==> config.mk <==
export PLATFORM = sky130hd
export DESIGN_NAME = tl_uart_ctrl_initiator
export DESIGN_NICKNAME = d
export VERILOG_FILES = /design/src/rtl/tl_uart_ctrl_initiator.sv
export SDC_FILE = /design/constraint.sdc
export NUM_CORES = 1
export LEC_CHECK = 0
export CORE_AREA = 2 2 119 121
export DETAILED_ROUTE_END_ITERATION = 12
export DIE_AREA = 0 0 121 123
export PLACE_DENSITY = 0.87
export SLEW_MARGIN = 25
export SYNTH_ARGS = -nofsm -noshare
export SYNTH_HDL_FRONTEND = slang
export SYNTH_SLANG_ARGS = --single-unit
==> constraint.sdc <==
create_clock -name clock -period 5.2 [get_ports clock]
set_clock_uncertainty 0.15 [all_clocks]
set_input_delay 1.3 -clock clock [delete_from_list [all_inputs] [get_ports clock]]
set_output_delay 1.3 -clock clock [all_outputs]
set_load 0.05 [all_outputs]
==> src/rtl/tl_uart_ctrl_initiator.sv <==
// TileLink-UL initiator for the TLUART control port: turns one 32-bit register
// command into a single Get/PutFullData beat and returns the D-channel result.
module tl_uart_ctrl_initiator #(
  parameter logic [6:0] SOURCE_ID      = 7'd0,
  parameter int         TIMEOUT_CYCLES = 1024,
  parameter int         CNT_W          = 11
) (
  input  logic        clock,
  input  logic        reset,
  // command side
  input  logic        cmd_valid,
  output logic        cmd_ready,
  input  logic        cmd_write,
  input  logic [30:0] cmd_addr,
  input  logic [31:0] cmd_wdata,
  output logic        rsp_valid,
  input  logic        rsp_ready,
  output logic [31:0] rsp_rdata,
  output logic        rsp_error,
  // TileLink A channel
  output logic        a_valid,
  input  logic        a_ready,
  output logic [2:0]  a_bits_opcode,
  output logic [2:0]  a_bits_param,
  output logic [1:0]  a_bits_size,
  output logic [6:0]  a_bits_source,
  output logic [30:0] a_bits_address,
  output logic [7:0]  a_bits_mask,
  output logic [63:0] a_bits_data,
  output logic        a_bits_corrupt,
  // TileLink D channel
  output logic        d_ready,
  input  logic        d_valid,
  input  logic [2:0]  d_bits_opcode,
  input  logic [1:0]  d_bits_size,
  input  logic [6:0]  d_bits_source,
  input  logic [63:0] d_bits_data,
  input  logic        d_bits_denied,
  input  logic        d_bits_corrupt,
  // debug: 0=IDLE 1=A_SEND 2=D_WAIT 3=RSP 4=DRAIN
  output logic [2:0]  dbg_state
);

  // Handshakes: a beat transfers on the rising edge where valid && ready; a
  // valid source holds its payload stable until that edge and never waits on ready.

  typedef enum logic [2:0] {
    ST_IDLE   = 3'd0,
    ST_A_SEND = 3'd1,
    ST_D_WAIT = 3'd2,
    ST_RSP    = 3'd3,
    ST_DRAIN  = 3'd4
  } state_e;

  localparam logic [CNT_W-1:0] CNT_LAST = CNT_W'(TIMEOUT_CYCLES - 1);

  state_e           state_q, state_d;
  logic             write_q, write_d;
  logic [30:0]      addr_q, addr_d;
  logic [31:0]      wdata_q, wdata_d;
  logic [CNT_W-1:0] cnt_q, cnt_d;
  logic [31:0]      rdata_q, rdata_d;
  logic             error_q, error_d;
  logic             drain_q, drain_d;

  logic             d_match;
  logic             d_err;
  logic [31:0]      d_word;
  logic             unused_d_size;

  assign unused_d_size = ^d_bits_size;

  assign d_match = d_valid && (d_bits_source == SOURCE_ID);
  assign d_err   = d_bits_denied
                 | (d_bits_corrupt & ~write_q)
                 | (write_q ? (d_bits_opcode != 3'd0) : (d_bits_opcode != 3'd1));
  assign d_word  = addr_q[2] ? d_bits_data[63:32] : d_bits_data[31:0];

  always_comb begin
    state_d = state_q;
    write_d = write_q;
    addr_d  = addr_q;
    wdata_d = wdata_q;
    cnt_d   = cnt_q;
    rdata_d = rdata_q;
    error_d = error_q;
    drain_d = drain_q;
    case (state_q)
      ST_IDLE: begin
        if (cmd_valid) begin
          write_d = cmd_write;
          addr_d  = cmd_addr;
          wdata_d = cmd_wdata;
          rdata_d = '0;
          error_d = 1'b0;
          drain_d = 1'b0;
          state_d = ST_A_SEND;
        end
      end
      ST_A_SEND: begin
        if (a_ready) begin
          cnt_d   = '0;
          state_d = ST_D_WAIT;
        end
      end
      ST_D_WAIT: begin
        // A matching beat in the expiry cycle takes priority over the timeout.
        if (d_match) begin
          error_d = d_err;
          rdata_d = (write_q || d_err) ? 32'h0 : d_word;
          state_d = ST_RSP;
        end else if (cnt_q == CNT_LAST) begin
          error_d = 1'b1;
          rdata_d = '0;
          drain_d = 1'b1;
          state_d = ST_RSP;
        end else begin
          cnt_d = cnt_q + 1'b1;
        end
      end
      ST_RSP: begin
        if (rsp_ready) begin
          state_d = drain_q ? ST_DRAIN : ST_IDLE;
          drain_d = 1'b0;
        end
      end
      ST_DRAIN: begin
        // The lost response must still be swallowed before a new request goes out.
        if (d_match) state_d = ST_IDLE;
      end
      default: state_d = ST_IDLE;
    endcase
  end

  always_ff @(posedge clock or negedge reset) begin
    if (!reset) begin
      state_q <= ST_IDLE;
      write_q <= 1'b0;
      addr_q  <= '0;
      wdata_q <= '0;
      cnt_q   <= '0;
      rdata_q <= '0;
      error_q <= 1'b0;
      drain_q <= 1'b0;
    end else begin
      state_q <= state_d;
      write_q <= write_d;
      addr_q  <= addr_d;
      wdata_q <= wdata_d;
      cnt_q   <= cnt_d;
      rdata_q <= rdata_d;
      error_q <= error_d;
      drain_q <= drain_d;
    end
  end

  assign cmd_ready      = reset && (state_q == ST_IDLE);
  assign a_valid        = (state_q == ST_A_SEND);
  assign d_ready        = (state_q == ST_D_WAIT) || (state_q == ST_DRAIN);
  assign rsp_valid      = (state_q == ST_RSP);
  assign rsp_rdata      = rdata_q;
  assign rsp_error      = error_q;

  assign a_bits_opcode  = write_q ? 3'd0 : 3'd4;
  assign a_bits_param   = 3'd0;
  assign a_bits_size    = 2'd2;
  assign a_bits_source  = SOURCE_ID;
  assign a_bits_address = addr_q;
  assign a_bits_mask    = addr_q[2] ? 8'hF0 : 8'h0F;
  assign a_bits_data    = {wdata_q, wdata_q};
  assign a_bits_corrupt = 1'b0;

  assign dbg_state      = state_q;

endmodule

; ---- After elaboration in Yosys (flattened, before gate mapping)
; Index checks and enable logic that the tools add are counted.
[word_totals]
regBits = 112
inputBits = 148
output_inout_bits = 159
wordCells = 70
[classes]
addsub = 1
eq_ne = 14
n_mux = 28
n_bitwise = 4
n_reduce_logical = 15
[op_table]
columns = cell, count
row1 = $mux W32, 5
row2 = $pmux W32 S2, 1
row3 = $mux W11, 3
row4 = $mux W3, 8
row5 = $pmux W11 S2, 1
row6 = $pmux W3 S5, 1
row7 = $add A11 B1 Y11 const B, 1
row8 = $eq A11 B10 Y1 const B, 1
row9 = $ne A2 B2 Y1 const B, 5
row10 = $reduce_and A5 Y1, 2
row11 = $mux W8, 1
row12 = $logic_not A7 Y1, 1
row13 = $eq A3 B2 Y1 const B, 2
row14 = $mux W1, 6
row15 = $reduce_bool A3 Y1, 2
row16 = $ne A2 B1 Y1 const B, 2
row17 = $reduce_and A4 Y1, 1
row18 = $reduce_bool A2 Y1, 2
row19 = $eq A3 B1 Y1 const B, 1
row20 = $eq A3 B3 Y1 const B, 1
row21 = $logic_not A3 Y1, 1
row22 = $ne A3 B1 Y1 const B, 1
row23 = $ne A3 B3 Y1 const B, 1
row24 = $pmux W1 S3, 1
row25 = 8 further kinds, 11

; ---- Logic depth before layout (Yosys ltp)
[logic_depth]
depth_word = 8
mapped_depth = 7
ltp_nobuf = 5

; ---- Worst setup path after synthesis
; Ideal clock, no wire load.
[synth_path]
kind = flip-flop to output port
start = reg addr_q[2], in the netlist a_bits_address[2]
end = out a_bits_mask[1]
t_arrival_ns = 2.120
required_ns = 3.750
path_slack_ns = 1.630
stages_incl_launch_ff = 5
path_buffers = 3
path_cell_list = dfrtp_1 > clkbuf_1 > clkbuf_1 > inv_1 > buf_4
[synth_via]
elab_chain_len = 1
[synth_rtl]
columns = element, line
row1 = from (decl), 59  ; logic [30:0] addr_q, addr_d;
row2 = from (signal assigned), 148  ; addr_q <= addr_d;
row3 = $mux W8, 169  ; assign a_bits_mask = addr_q[2] ? 8'hF0 : 8'h0F;
row4 = to (decl), 28  ; output logic [7:0] a_bits_mask,
; No other way between the ends.

; ---- Worst setup path after layout
[layout_path]
start = in reset
end = out cmd_ready
[layout_via]
elab_chain_len = 1
[layout_rtl]
columns = element, line
row1 = from (decl), 9  ; input logic reset,
row2 = $logic_and A1 B1 Y1, 157  ; assign cmd_ready = reset && (state_q == ST_IDLE);
row3 = to (decl), 12  ; output logic cmd_ready,
; No other way between the ends.

==> run summary <==
The run finished with clean final reports. Tracing the worst setup path back leads to its startpoint at reset. The number of H-tree levels is 3. STA classifies the critical path startpoint as an input pin. TritonCTS built the clock tree.

The fmax is roughly 260 MHz. Overall power consumption after layout is estimated at 5.514 mW. The largest net degree at the start of global routing is 64. The end of the critical path is cmd_ready. The layout-stage area growth over the synthesis result is 56.98%. The count of port buffers added during placement is ~290.

The worst setup path is of the in -> out kind. The worst-case headroom to the max-slew limit came out at 36.43%. Counting the buffers created by CTS gives 9. The height of the die is 123 um.

Counting I/O delays and the setup requirement, the final critical path takes 3.790 ns. The cell type with the highest aggregate area in the netlist is dfrtp_1. The total setup violations reported at the end of the flow came out at 0. The final wirelength came out at 14.76 mm. Setup repair after global routing left no endpoint under its margin. The synthesized netlist cell count is approximately 410. The share of the synthesized netlist area taken by xor and xnor gates came out at 0.1654%. For the final routed database, the setup TNS stands at 0 ns. The top-level I/O count is 307. The number of fill cells is 1,055. The post-cts gate resize count came out at 0.

The wire length of the first global-routing pass came out at 22.38 mm. The placed wire-length estimate after detailed placement came out at between 10 and 15 mm. Dividing the detail-routed via count by the number of cells gives 4.911.

The library cell used most frequently in the layout, excluding fill and tap cells, is clkdlybuf4s50_1. Yosys mapped a number of flops with a built-in enable equal to 0. The share of the core filled with cells came out at 61.05%. After synthesis, the largest family of logic cells by area is multiplexers.

The net total in the final layout is around 800. After clock tree synthesis, the flow added hold-fix buffers numbering 0. The area taken by multi-input logic gates is 0.001987 mm2. The iteration count of the initial detailed-routing pass came out at 4. The total via count after detailed routing came out at about 4,100. The number of slew-limit violations in the final report was 0.

For this run, the total global-route usage over all layers was measured as 19.32%. Routability-driven placement finished with a final weighted congestion of 0.8366. The transition time at the pin with the least slew margin came out at 0.9531 ns. The remaining antenna violation count is 0. The starting density of the core came out at 38.89%.

After synthesis, the mean cell area works out to 12.88 um2. The sink count of the clock tree is 112. The slack of the worst reg-to-reg path came out at 2.49 ns. The initial antenna violation count came out at 0. The area of the die is 0.01488 mm2. STA classifies the critical path endpoint as an output pin. The worst-case setup margin in the final layout came out at approximately 1.4 ns. The proportion of register bits with asynchronous set or reset after synthesis is 100.0%. In this run the power density over the cells is 663.5 mW/mm2. The width of the die came out at between 100 and 150 um.

The post-synthesis compound-gate area fraction is under 10%. The leakage power of the design is 3.479 nW. The sequential cells in the finished layout cover a total of 0.002804 mm2. The iteration-0 DRC count of the detailed router is 150.

The final hold violation count came out at 0. The DRC violation count after routing is 0. In this run the cell area of the synthesized design comes to about 0.0053 mm2. The total area inside the core boundary comes to 0.01361 mm2. After global routing the overflow that remains totals 0.

The detail-routed net length per standard cell is 17.58 um. In this run the clock root is driven by a clkbuf_16. The number of global-route vias before repair came out at 4,383. The top fanout value on the critical path came out at 2. The arrival time of the worst setup path is 2.34 ns. The later pin in the worst-skew pair is clocked with a latency of around 0.35 ns. The number of library cell types mapped by synthesis is 45.

The endpoint identified for the worst register-to-register timing path is rsp_error. The worst register-to-register path begins at dbg_state[1]. Summing the sequential cell areas from Yosys gives 52.94% of the chip area. The number of core rows is 43. The setup slack at placement is approximately 1.3 ns. The number of max-cap violations came out at 0. In this run the worst hold path is classified as reg -> reg.

The clock-pin transition on the worst setup and hold timing paths is 0.07 ns. The number of synthesized register bits came out at between 100 and 150. Ranked by total cell area, the synthesized netlist is headed by dfrtp_1, mux2_2, buf_4. The top cell types in the final layout, fill and taps aside, are clkdlybuf4s50_1, dfrtp_1, mux2_2. The number of setup buffers added after CTS is 0. The final critical path takes up about 73% of the cycle. In the final layout, the share of cells above drive strength 1 is 15.15%. Across the VDD grid, the largest voltage drop is 0.7776 mV.

The diode insertion count for antenna repair came out at 0. The top cell type's share of synthesized area came out at 52.94%. The post-synthesis share of cell area spent on full adders, half adders and majority gates came out at 0.2364%. The multiplexer share of the synthesized area came out at 20.85%.

In the synthesized netlist the dominant register cell turns out to be dfrtp_1. The synthesized netlist devotes 5.767% of its cell area to simple gates. The total number of yosys warnings came out at 0. The endpoint required time on the critical path is 3.75 ns. The largest buffer count on any clock path came out at 2. Measured in cells, the most critical reg-to-reg path has a length of 4.
-- kinds of logic (layout without fill, tap and decap cells) --
kind of cell	after synthesis	in the layout
multiplexers	102	102
AND/OR/NAND/NOR	52	52
buffers and inverters	83	319
XOR/XNOR	1	1
other	2	15
AO/OA/AOI/OAI	58	58
adder cells (fa/ha/maj)	1	1
flip-flops	112	112
-- area by class of cell --
type | count | area share, %
Clock buffer | 10 | 2.876
Clock inverter | 6 | 1.084
Inverter | 8 | 0.3613
Multi-Input combinational cell | 229 | 23.91
Sequential cell | 112 | 33.74
Tap cell | 180 | 2.710
Timing Repair Buffer | 295 | 35.32
-- stage by stage --
step / hold WS, ns / std cells / area (um2)
floorplan: 0.3130 / 424 / 5343
global placement: 0.3226 / 824 / 7981
detailed placement: 0.3238 / 824 / 7981
CTS: 0.3441 / 840 / 8310
global route: 0.3622 / 840 / 8310
finish: 0.3407 / 840 / 8310
-- critical path, stage by stage --
cell and delay (ns):
buf_4 0.10, and2_1 0.12, clkdlybuf4s50_1 0.82
-- report_power, final --
group | total, mW | internal [mW] | switching, mW
clock network | 0.759 | 0.437 | 0.321
logic | 3.35 | 1.20 | 2.15
registers | 1.41 | 1.15 | 0.251
total | 5.51 | 2.79 | 2.72
-- routing by layer --
metal / up-vias / track usage, % / part of all wire, %
li1: 1892 / - / -
met1: 1995 / 21.98 / 38
met4: 0 / 7.558 / 2.1
met3: 21 / 7.057 / 11
met5: - / 0 / 0
met2: 217 / 33.15 / 49
-- registers in the layout, summed over array words and instances, names as in the netlist --
name,cells
cnt_q,11
drain_q,1
a_bits_address,31
wdata_q,32
rsp_rdata,32
rsp_error,1
write_q,1
dbg_state,3
-- how the worst min path moves through the flow --
stage,start,to,slack (ns),cells past startpoint
after floorplan,cnt_q[3],cnt_q[3],0.31,1
after global placement,rsp_rdata[10],rsp_rdata[10],0.32,1
after detailed placement,rsp_rdata[10],rsp_rdata[10],0.32,1
after CTS,rsp_rdata[10],rsp_rdata[10],0.34,1
after global routing,rsp_rdata[6],rsp_rdata[6],0.36,1
final,rsp_rdata[10],rsp_rdata[10],0.34,1
-- Yosys cell counts, types with 2 or more instances --
cell type / n
dfrtp_1: 112
mux2_2: 62
buf_4: 54
mux2i_1: 39
o2bb2ai_1: 31
nand2_1: 12
clkbuf_1: 9
buf_2: 8
inv_1: 8
nand3_1: 8
and3_1: 6
a21oi_1: 5
a31o_2: 5
nor3_1: 5
buf_6: 4
and2_1: 3
nand4_1: 3
nor2_1: 3
o21ai_0: 3
a211oi_1: 2
a21o_1: 2
and4_1: 2
conb_1: 2
nor2b_1: 2
Note: power is estimated with default switching activity, not from simulation.
